## src/rtl/digit_seq_pkg.sv

```systemverilog
// Shared constants for the digit sequencer: seven-segment patterns (gfedcba, active-high)
// and the power-on digit sequence.
package digit_seq_pkg;

    localparam logic [6:0] SEG_0 = 7'b0111111;
    localparam logic [6:0] SEG_1 = 7'b0000110;
    localparam logic [6:0] SEG_2 = 7'b1011011;
    localparam logic [6:0] SEG_3 = 7'b1001111;
    localparam logic [6:0] SEG_4 = 7'b1100110;
    localparam logic [6:0] SEG_5 = 7'b1101101;
    localparam logic [6:0] SEG_6 = 7'b1111101;
    localparam logic [6:0] SEG_7 = 7'b0000111;
    localparam logic [6:0] SEG_8 = 7'b1111111;
    localparam logic [6:0] SEG_9 = 7'b1101111;
    localparam logic [6:0] SEG_A = 7'b1110111;
    localparam logic [6:0] SEG_B = 7'b1111100;
    localparam logic [6:0] SEG_C = 7'b0111001;
    localparam logic [6:0] SEG_D = 7'b1011110;
    localparam logic [6:0] SEG_E = 7'b1111001;
    localparam logic [6:0] SEG_F = 7'b1110001;

    // Slot i lives in nibble i: slots 0..4 = 3,1,4,5,8, remaining slots 0.
    localparam logic [15:0][3:0] RESET_SEQ = 64'h0000_0000_0008_5413;

    function automatic logic [6:0] seg_of(input logic [3:0] digit);
        logic [6:0] seg;
        seg = SEG_0;
        case (digit)
            4'h0: seg = SEG_0;
            4'h1: seg = SEG_1;
            4'h2: seg = SEG_2;
            4'h3: seg = SEG_3;
            4'h4: seg = SEG_4;
            4'h5: seg = SEG_5;
            4'h6: seg = SEG_6;
            4'h7: seg = SEG_7;
            4'h8: seg = SEG_8;
            4'h9: seg = SEG_9;
            4'hA: seg = SEG_A;
            4'hB: seg = SEG_B;
            4'hC: seg = SEG_C;
            4'hD: seg = SEG_D;
            4'hE: seg = SEG_E;
            4'hF: seg = SEG_F;
            default: seg = SEG_0;
        endcase
        return seg;
    endfunction

endpackage

```

## src/rtl/seg7_encode.sv

```systemverilog
// Combinational hex digit to seven-segment encoder (active-high, bit0 = a).
module seg7_encode
    import digit_seq_pkg::*;
(
    input  logic [3:0] digit,
    output logic [6:0] seg
);

    always_comb begin
        seg = seg_of(digit);
    end

endmodule

```

## src/rtl/digit_sequencer.sv

```systemverilog
// Loadable hex digit sequence with a wrapping position pointer, advanced by step edges or a
// prescaled auto-tick, driving a window of seven-segment displays from the current position.
module digit_sequencer
    import digit_seq_pkg::*;
#(
    parameter  int unsigned DEPTH    = 5,
    parameter  int unsigned NUM_HEX  = 1,
    parameter  int unsigned TICK_DIV = 25_000_000,
    localparam int unsigned AW       = $clog2(DEPTH),
    localparam int unsigned CW       = $clog2(TICK_DIV)
) (
    input  logic                 clk,
    input  logic                 rst,
    input  logic                 step,
    input  logic                 dir,
    input  logic                 auto,
    input  logic                 wr_en,
    input  logic [AW-1:0]        wr_addr,
    input  logic [3:0]           wr_data,
    output logic [7*NUM_HEX-1:0] hex,
    output logic [AW-1:0]        pos,
    output logic                 wrap
);

    localparam logic [AW:0]   DEPTH_W = (AW+1)'(DEPTH);
    localparam logic [AW-1:0] LAST    = AW'(DEPTH - 1);
    localparam logic [CW-1:0] CNT_MAX = CW'(TICK_DIV - 1);

    logic [3:0]    seq_q [DEPTH];
    logic [AW-1:0] pos_q, pos_d;
    logic          wrap_q, wrap_d;
    logic [CW-1:0] cnt_q, cnt_d;
    logic          step_q;
    logic          step_rise;
    logic          tick;
    logic          advance;

    always_comb begin
        step_rise = step & ~step_q;
        tick      = auto && (cnt_q == CNT_MAX);
        // A coincident edge and tick collapse into a single advance.
        advance   = step_rise | tick;

        cnt_d = '0;
        if (auto && !tick) begin
            cnt_d = cnt_q + 1'b1;
        end

        pos_d  = pos_q;
        wrap_d = 1'b0;
        if (advance) begin
            if (dir) begin
                if (pos_q == '0) begin
                    pos_d  = LAST;
                    wrap_d = 1'b1;
                end else begin
                    pos_d = pos_q - 1'b1;
                end
            end else begin
                if (pos_q == LAST) begin
                    pos_d  = '0;
                    wrap_d = 1'b1;
                end else begin
                    pos_d = pos_q + 1'b1;
                end
            end
        end
    end

    // step_q tracks step through reset so a key held across reset never counts as an edge.
    always_ff @(posedge clk) begin
        step_q <= step;
        if (rst) begin
            pos_q  <= '0;
            wrap_q <= 1'b0;
            cnt_q  <= '0;
        end else begin
            pos_q  <= pos_d;
            wrap_q <= wrap_d;
            cnt_q  <= cnt_d;
        end
    end

    // Out-of-range addresses match no slot, so they are dropped.
    always_ff @(posedge clk) begin
        for (int i = 0; i < DEPTH; i++) begin
            if (rst) begin
                seq_q[i] <= RESET_SEQ[i];
            end else if (wr_en && (wr_addr == AW'(i))) begin
                seq_q[i] <= wr_data;
            end
        end
    end

    for (genvar k = 0; k < NUM_HEX; k++) begin : g_disp
        logic [AW:0]   sum;
        logic [AW-1:0] idx;

        // pos + k < 2*DEPTH, so one conditional subtract gives the modulo.
        assign sum = {1'b0, pos_q} + (AW+1)'(k);
        assign idx = AW'((sum >= DEPTH_W) ? (sum - DEPTH_W) : sum);

        seg7_encode u_seg (
            .digit (seq_q[idx]),
            .seg   (hex[7*k +: 7])
        );
    end

    assign pos  = pos_q;
    assign wrap = wrap_q;

endmodule

```

## config.mk

```make
export PLATFORM = sky130hd
export DESIGN_NAME = digit_sequencer
export DESIGN_NICKNAME = d
export VERILOG_FILES = /design/src/rtl/digit_seq_pkg.sv /design/src/rtl/seg7_encode.sv /design/src/rtl/digit_sequencer.sv
export SDC_FILE = /design/constraint.sdc
export NUM_CORES = 1
export LEC_CHECK = 0
export ABC_AREA = 1
export CAP_MARGIN = 20
export CORE_ASPECT_RATIO = 0.7
export CORE_MARGIN = 1
export CORE_UTILIZATION = 30
export DETAILED_ROUTE_END_ITERATION = 8
export SYNTH_ARGS = -nofsm -noshare
export SYNTH_HDL_FRONTEND = slang
export SYNTH_SLANG_ARGS = --single-unit
```

## constraint.sdc

```tcl
create_clock -name clk -period 2.75 [get_ports clk]
set_clock_uncertainty 0.15 [all_clocks]
set_input_delay 0.6875 -clock clk [delete_from_list [all_inputs] [get_ports clk]]
set_output_delay 0.6875 -clock clk [all_outputs]
set_load 0.01 [all_outputs]
```

==> results by group, run 1 <==
Global route
  – Vias in the first global route: 2434
  – First-pass GRT wire length: 11300 um
  – Largest net degree at the start of global routing: 16
  – Total global-route track usage: 14.1%
  – Antenna violations before repair: 0
  – Global route overflow: 0

Clock network
  – Clock Latency Late Sink: 0.29 ns
  – CTS Buf Count: 5
  – H-tree Lvls: 2
  – CTS root buf: clkbuf_16
  – CTS tree: done
  – CTS clock-pin slew for the worst setup and hold paths: 0.06 ns
  – # clock sinks: 50
  – Clock Tree Buf Depth: 2

STA
  – Unrepaired setup endpoints after global routing: yes
  – Period utilization: 115%
  – Fin crit period: 3.16 ns
  – PnR worst setup slack: -0.408 ns
  – Slew Limit Fails: 0
  – Fmax: 317 MHz
  – Setup TNS: -2.59 ns
  – Final setup viols: 7
  – Tightest Pin Transition: 0.334 ns
  – Final Hold Viols: 0
  – Headroom to the max-slew limit: 77.6%

Yosys
  – Synth cell types: 34
  – Syn avg cell area: 7.41 sq um
  – Cell Area, Synth: 2870 sq um
  – Syn nets: 414
  – YS warnings: 0
  – Register area share after synthesis: 41.8%
  – FF+latch count, synth: 50
  – Post-Synthesis Cells: 388

Setup path
  – Worst-path fanout max: 6
  – Crit. Startpoint: pos[1]
  – CP Data Required Time: 1.91 ns
  – Setup crit start kind: flip-flop
  – Critical path arrival: 2.32 ns
  – Crit end category: output port
  – Critical path class: flip-flop to output port
  – FF-to-FF Start: cnt_q[0]

Run status
  – Outcome: finished, violations left
  – Failing checks: negative setup slack

Final layout
  – Most common library cell in the layout ignoring fill and taps: nand2_1
  – Area Overhead vs Synth: 39.5%
  – Share of layout cells above drive strength 1: 25.4%
  – Most frequent cells in the layout: nand2_1, nor2_1, inv_1
  – Diodes inserted: 0
  – Post-route insts no fill: 572
  – Layout Cell Area excl Fill: 4010 sq um
  – Nets: 473

Place
  – Dpl cells: 556
  – # port buffers: 23
  – Placer Congestion: 0.853
  – Placed instance area: 3480 sq um
  – HPWL after DPL: 5070 um

Route
  – WL/cell: 12.1 um
  – DR vias: 2661
  – Iteration-0 DRC Markers: 173
  – DRT Pass-1 Iters: 4
  – Post-Route WL: 6900 um
  – Number of routed nets with antenna violations: 0
  – Residual DRC: 0
  – Vias per cell: 4.65

Floorplanning
  – Height of the die: 83.9 um
  – Die Area: 9980 sq um
  – Core area: 9180 sq um
  – Starting Density: 31.3%
  – Row cnt: 29
  – Die width: 119 um
  – # IOs: 24

Power and ir drop
  – Lkg Pwr: 1.64 nW
  – Reg power frac: 39.0%
  – Int Power: 1.48 mW
  – Switching Share: 29.2%
  – Clock share of power: 32.3%
  – Pwr Density: 521 nW/um^2
  – NetSw: 611 uW
  – Logic pwr share: 28.7%
  – Max VDD drop: 0.249 mV

Worst hold path
  – Tightest Hold Check Type: flip-flop to flip-flop
  – Hold_sp: cnt_q[0]

Flow run
  – Max cap viols: 0
==> synthesized netlist by cell type <==
master / number / area share (%)
a211oi_1: 1 / 0.26
a21o_1: 1 / 0.26
a21oi_1: 8 / 1.4
a21oi_4: 1 / 0.57
and3_1: 1 / 0.22
buf_2: 2 / 0.35
buf_4: 1 / 0.26
clkbuf_1: 1 / 0.13
dfxtp_1: 30 / 21
edfxtp_1: 20 / 21
ha_1: 13 / 5.7
inv_1: 44 / 5.7
inv_2: 4 / 0.52
nand2_1: 101 / 13
nand2_2: 6 / 1.3
nand2_4: 1 / 0.39
nand3_1: 47 / 8.2
nand3_2: 1 / 0.35
nand3b_1: 4 / 1.0
nand4_1: 1 / 0.22
nor2_1: 51 / 6.7
nor2_2: 3 / 0.65
nor3_1: 10 / 1.7
nor3_2: 1 / 0.35
nor3b_1: 4 / 1.0
nor3b_2: 3 / 1.3
nor4_1: 1 / 0.22
o21a_1: 3 / 0.78
o21ai_0: 11 / 1.9
o22ai_1: 1 / 0.22
o31ai_1: 1 / 0.26
or2_0: 1 / 0.22
or2_2: 3 / 0.65
xor2_1: 7 / 2.1
==> flip-flops by register name, indices dropped and copies added, names as in the netlist <==
name / flops
cnt_q: 25
wrap: 1
pos: 3
step_q: 1
seq_q: 20
==> power groups by stage <==
| stage | clock, mW | combinational [mW] | sequential [mW] |
|---|---|---|---|
| floorplan | 0 | 0.269 | 0.823 |
| global placement | 0 | 0.471 | 0.827 |
| detailed placement | 0 | 0.478 | 0.827 |
| CTS | 0.688 | 0.536 | 0.812 |
| global route | 0.714 | 0.656 | 0.817 |
| finish | 0.675 | 0.601 | 0.814 |
==> worst paths after layout <==
path / end / slack, ns / cells after the start
worst min register to register: cnt_q[0] / 0.30 / 1
worst max register to register: cnt_q[11] / 0.67 / 10
worst max-delay path: hex[3] / -0.41 / 18
worst min-delay path: cnt_q[0] / 0.30 / 1
==> repair_timing <==
action / CTS / global route
setup endpoints to repair: 7 / 7
hold buffers: 0 / 0
resized for setup: 75 / 29
pin swaps: 20 / 20
buffers inserted: 4 / 4
==> final cells by class <==
class	count	area [sq um]
Clock buffer	8	168
Fill cell	881	5170
Inverter	48	188
Multi-Input combinational cell	286	1820
Sequential cell	50	1210
Tap cell	124	155
Timing Repair Buffer	56	469
==> through the flow <==
stage | utilization [%] | power (mW) | setup WS [ns] | hold WS [ns]
after floorplan | - | 1.09 | -0.0238 | 0.268
after global placement | 37.9 | 1.30 | -0.523 | 0.282
after detailed placement | 37.9 | 1.31 | -0.577 | 0.296
after CTS | 42.0 | 2.04 | -0.368 | 0.307
after global routing | 43.7 | 2.19 | -0.553 | 0.345
final | 43.7 | 2.09 | -0.408 | 0.305
==> layer usage <==
metal / part of all wire, % / vias to the layer above / global-route usage (%)
li1: - / 1374 / -
met2: 43 / 62 / 21.2
met4: 1.5 / 0 / 4.03
met5: 0 / - / 0
met1: 51 / 1216 / 20.3
met3: 5.3 / 9 / 2.53
==> cells by family (layout without fill, tap and decap cells) <==
logic type               Yosys count  in the layout  synth area share (%)
buffers and inverters             52            112                  7.01
AND/OR/NAND/NOR                  239            239                  37.7
adder cells (fa/ha/maj)           13             13                  5.66
AO/OA/AOI/OAI                     27             27                  5.66
XOR/XNOR                           7              7                  2.13
flip-flops                        50             50                  41.8
==> worst max-delay path, cell delays in order, from the launching register on <==
cell	delay (ns)
dfxtp_4	0.36
inv_4	0.04
ha_4	0.16
nor2_4	0.14
nand2_4	0.09
nand3_4	0.13
nand2_4	0.09
nand2_2	0.10
nand3_4	0.09
nand3_4	0.08
nand2_4	0.06
buf_6	0.12
ha_4	0.17
inv_2	0.05
nand2_2	0.04
nand2_1	0.06
nand2_1	0.05
nand2_1	0.07
buf_2	0.13
Power figures use the tool's default switching activity.
==> run 2: changes to the inputs <==
Settings changed: CTS_BUF_LIST set to sky130_fd_sc_hd__clkbuf_16.
==> run 2 against run 1 <==
The flow still finishes with violations (negative setup slack). Cell area decreased by 0.25%. Routed wire length is essentially flat. Non-clock buffer count is the same. Combinational power barely moved. Worst setup slack better by 0.0013 ns. Worst hold slack stayed put.
==> results by group, run 2 (synthesized netlist as in run 1, its figures left out) <==
Flow run
  – Max cap viols: 0

Final layout
  – Most common library cell in the layout ignoring fill and taps: nand2_1
  – Nets: 473
  – Reg with most FFs: cnt_q
  – Share of layout cells above drive strength 1: 25.2%
  – Max FFs per register: 25
  – Core Util, Final: 43.6%
  – Most frequent cells in the layout: nand2_1, nor2_1, inv_1
  – Area Overhead vs Synth: 39.2%
  – Diodes inserted: 0

Worst hold path
  – Hold_sp: cnt_q[0]
  – Tightest Hold Check Type: flip-flop to flip-flop
  – Hold Crit Depth: 1
  – WHS Endpoint: cnt_q[0]

Power and ir drop
  – Pwr Density: 514 nW/um^2
  – Lkg Pwr: 1.64 nW
  – Max VDD drop: 0.248 mV

Global route
  – First-pass GRT wire length: 11300 um
  – Total global-route track usage: 14.1%
  – Global route overflow: 0
  – Vias in the first global route: 2434
  – Largest net degree at the start of global routing: 16
  – Antenna violations before repair: 0

Clock network
  – CTS clock-pin slew for the worst setup and hold paths: 0.06 ns
  – Clock Tree Buf Depth: 2
  – CTS root buf: clkbuf_16
  – CTS tree: done
  – CTS Buf Count: 5
  – Hold_buf cts: 0
  – H-tree Lvls: 2
  – Clock Latency Late Sink: 0.29 ns
  – # clock sinks: 50

Place
  – HPWL after DPL: 5070 um
  – # port buffers: 23
  – Placer Congestion: 0.853
  – Pre-CTS setup slack: -0.577 ns

STA
  – Unrepaired setup endpoints after global routing: yes
  – PnR worst setup slack: -0.407 ns
  – Period utilization: 115%
  – Final setup viols: 7
  – Slew Limit Fails: 0
  – Headroom to the max-slew limit: 77.6%
  – Final Hold Viols: 0
  – Fin crit period: 3.16 ns
  – Fmax: 317 MHz
  – Smallest hold slack: 0.305 ns
  – Tightest Pin Transition: 0.334 ns

Setup path
  – Kind of cell adding the most delay to the critical path: simple AND/OR/NAND/NOR gates
  – CP bufs+invs: 4
  – FF-to-FF Start: cnt_q[0]
  – Critical path's slowest cell: dfxtp_4
  – Critical Path Max Stage Delay: 0.36 ns
  – CP Data Required Time: 1.91 ns
  – Worst-path fanout max: 6
  – Critical path class: flip-flop to output port
  – Setup crit start kind: flip-flop
  – Reg2reg path depth: 10
  – R2R Path End: cnt_q[11]
  – CP Cell Sequence: inv_4 -> ha_4 -> nor2_4 -> nand2_4 -> nand3_4 -> nand2_4 -> nand2_2 -> nand3_4 -> nand3_4 -> nand2_4 -> buf_6 -> ha_4 -> inv_2 -> nand2_2 -> nand2_1 -> nand2_1 -> nand2_1 -> buf_2
  – Crit end category: output port
  – Critical path arrival: 2.32 ns
  – R2R setup slack: 0.67 ns

Route
  – Residual DRC: 0
  – WL/cell: 12.1 um
  – Post-Route WL: 6900 um
  – Vias per cell: 4.66
  – Number of routed nets with antenna violations: 0
  – DR vias: 2664
  – Iteration-0 DRC Markers: 173
  – DRT Pass-1 Iters: 4

Floorplanning
  – Core area: 9180 sq um
  – # IOs: 24
  – Row cnt: 29
  – Die Area: 9980 sq um
  – Die width: 119 um
  – Starting Density: 31.3%
  – Height of the die: 83.9 um

Run status
  – Outcome: finished, violations left
  – Failing checks: negative setup slack
-- run 2: cell count changes in the layout (fill, tap and decap cells not counted) --
cell      change
clkbuf_8      -1
clkinv_1      +1
clkbuf_1      -1
inv_1         +1
-- run 2: cell type report --
class,instances,area [sq um]
Inverter,48,188
Sequential cell,50,1210
Multi-Input combinational cell,286,1820
Timing Repair Buffer,56,469
Fill cell,881,5180
Clock inverter,2,7.51
Clock buffer,6,150
Tap cell,124,155
-- run 2: what timing repair did --
item,CTS,global route
gates cloned,0,0
buffers inserted,4,4
setup endpoints to repair,7,7
pin swaps,20,20
resized for setup,75,29
-- run 2: where the power goes --
group	switching, mW	internal (mW)	total, mW
Combinational	0.336	0.265	0.601
Clock	0.256	0.386	0.642
Sequential	0.0181	0.796	0.814
Total	0.610	1.45	2.06
-- run 2: layer usage --
metal,up-vias,part of all wire (%),track usage [%]
met1,1217,51,20.3
met5,-,0,0
li1,1374,-,-
met2,64,43,21.2
met4,0,1.5,4.03
met3,9,5.4,2.53
-- run 2: worst max-delay path by stage --
stage,slack (ns),depth (start not counted),startpoint,end
2_1_floorplan,-0.02,15,pos[1],hex[5]
3_3_place_gp,-0.52,16,pos[1],hex[6]
3_5_place_dp,-0.58,18,pos[1],hex[3]
4_1_cts,-0.37,15,pos[1],hex[3]
5_1_grt,-0.55,18,pos[1],hex[3]
6_report,-0.41,18,pos[1],hex[3]
-- run 2: metrics by stage --
step | power [mW] | area, sq um | instances | TNS (ns)
2_1_floorplan | 1.09 | 2920 | 388 | -0.0500
3_3_place_gp | 1.30 | 3480 | 556 | -3.53
3_5_place_dp | 1.31 | 3480 | 556 | -3.80
4_1_cts | 2.00 | 3840 | 568 | -2.15
5_1_grt | 2.15 | 4000 | 572 | -3.56
6_report | 2.06 | 4000 | 572 | -2.58
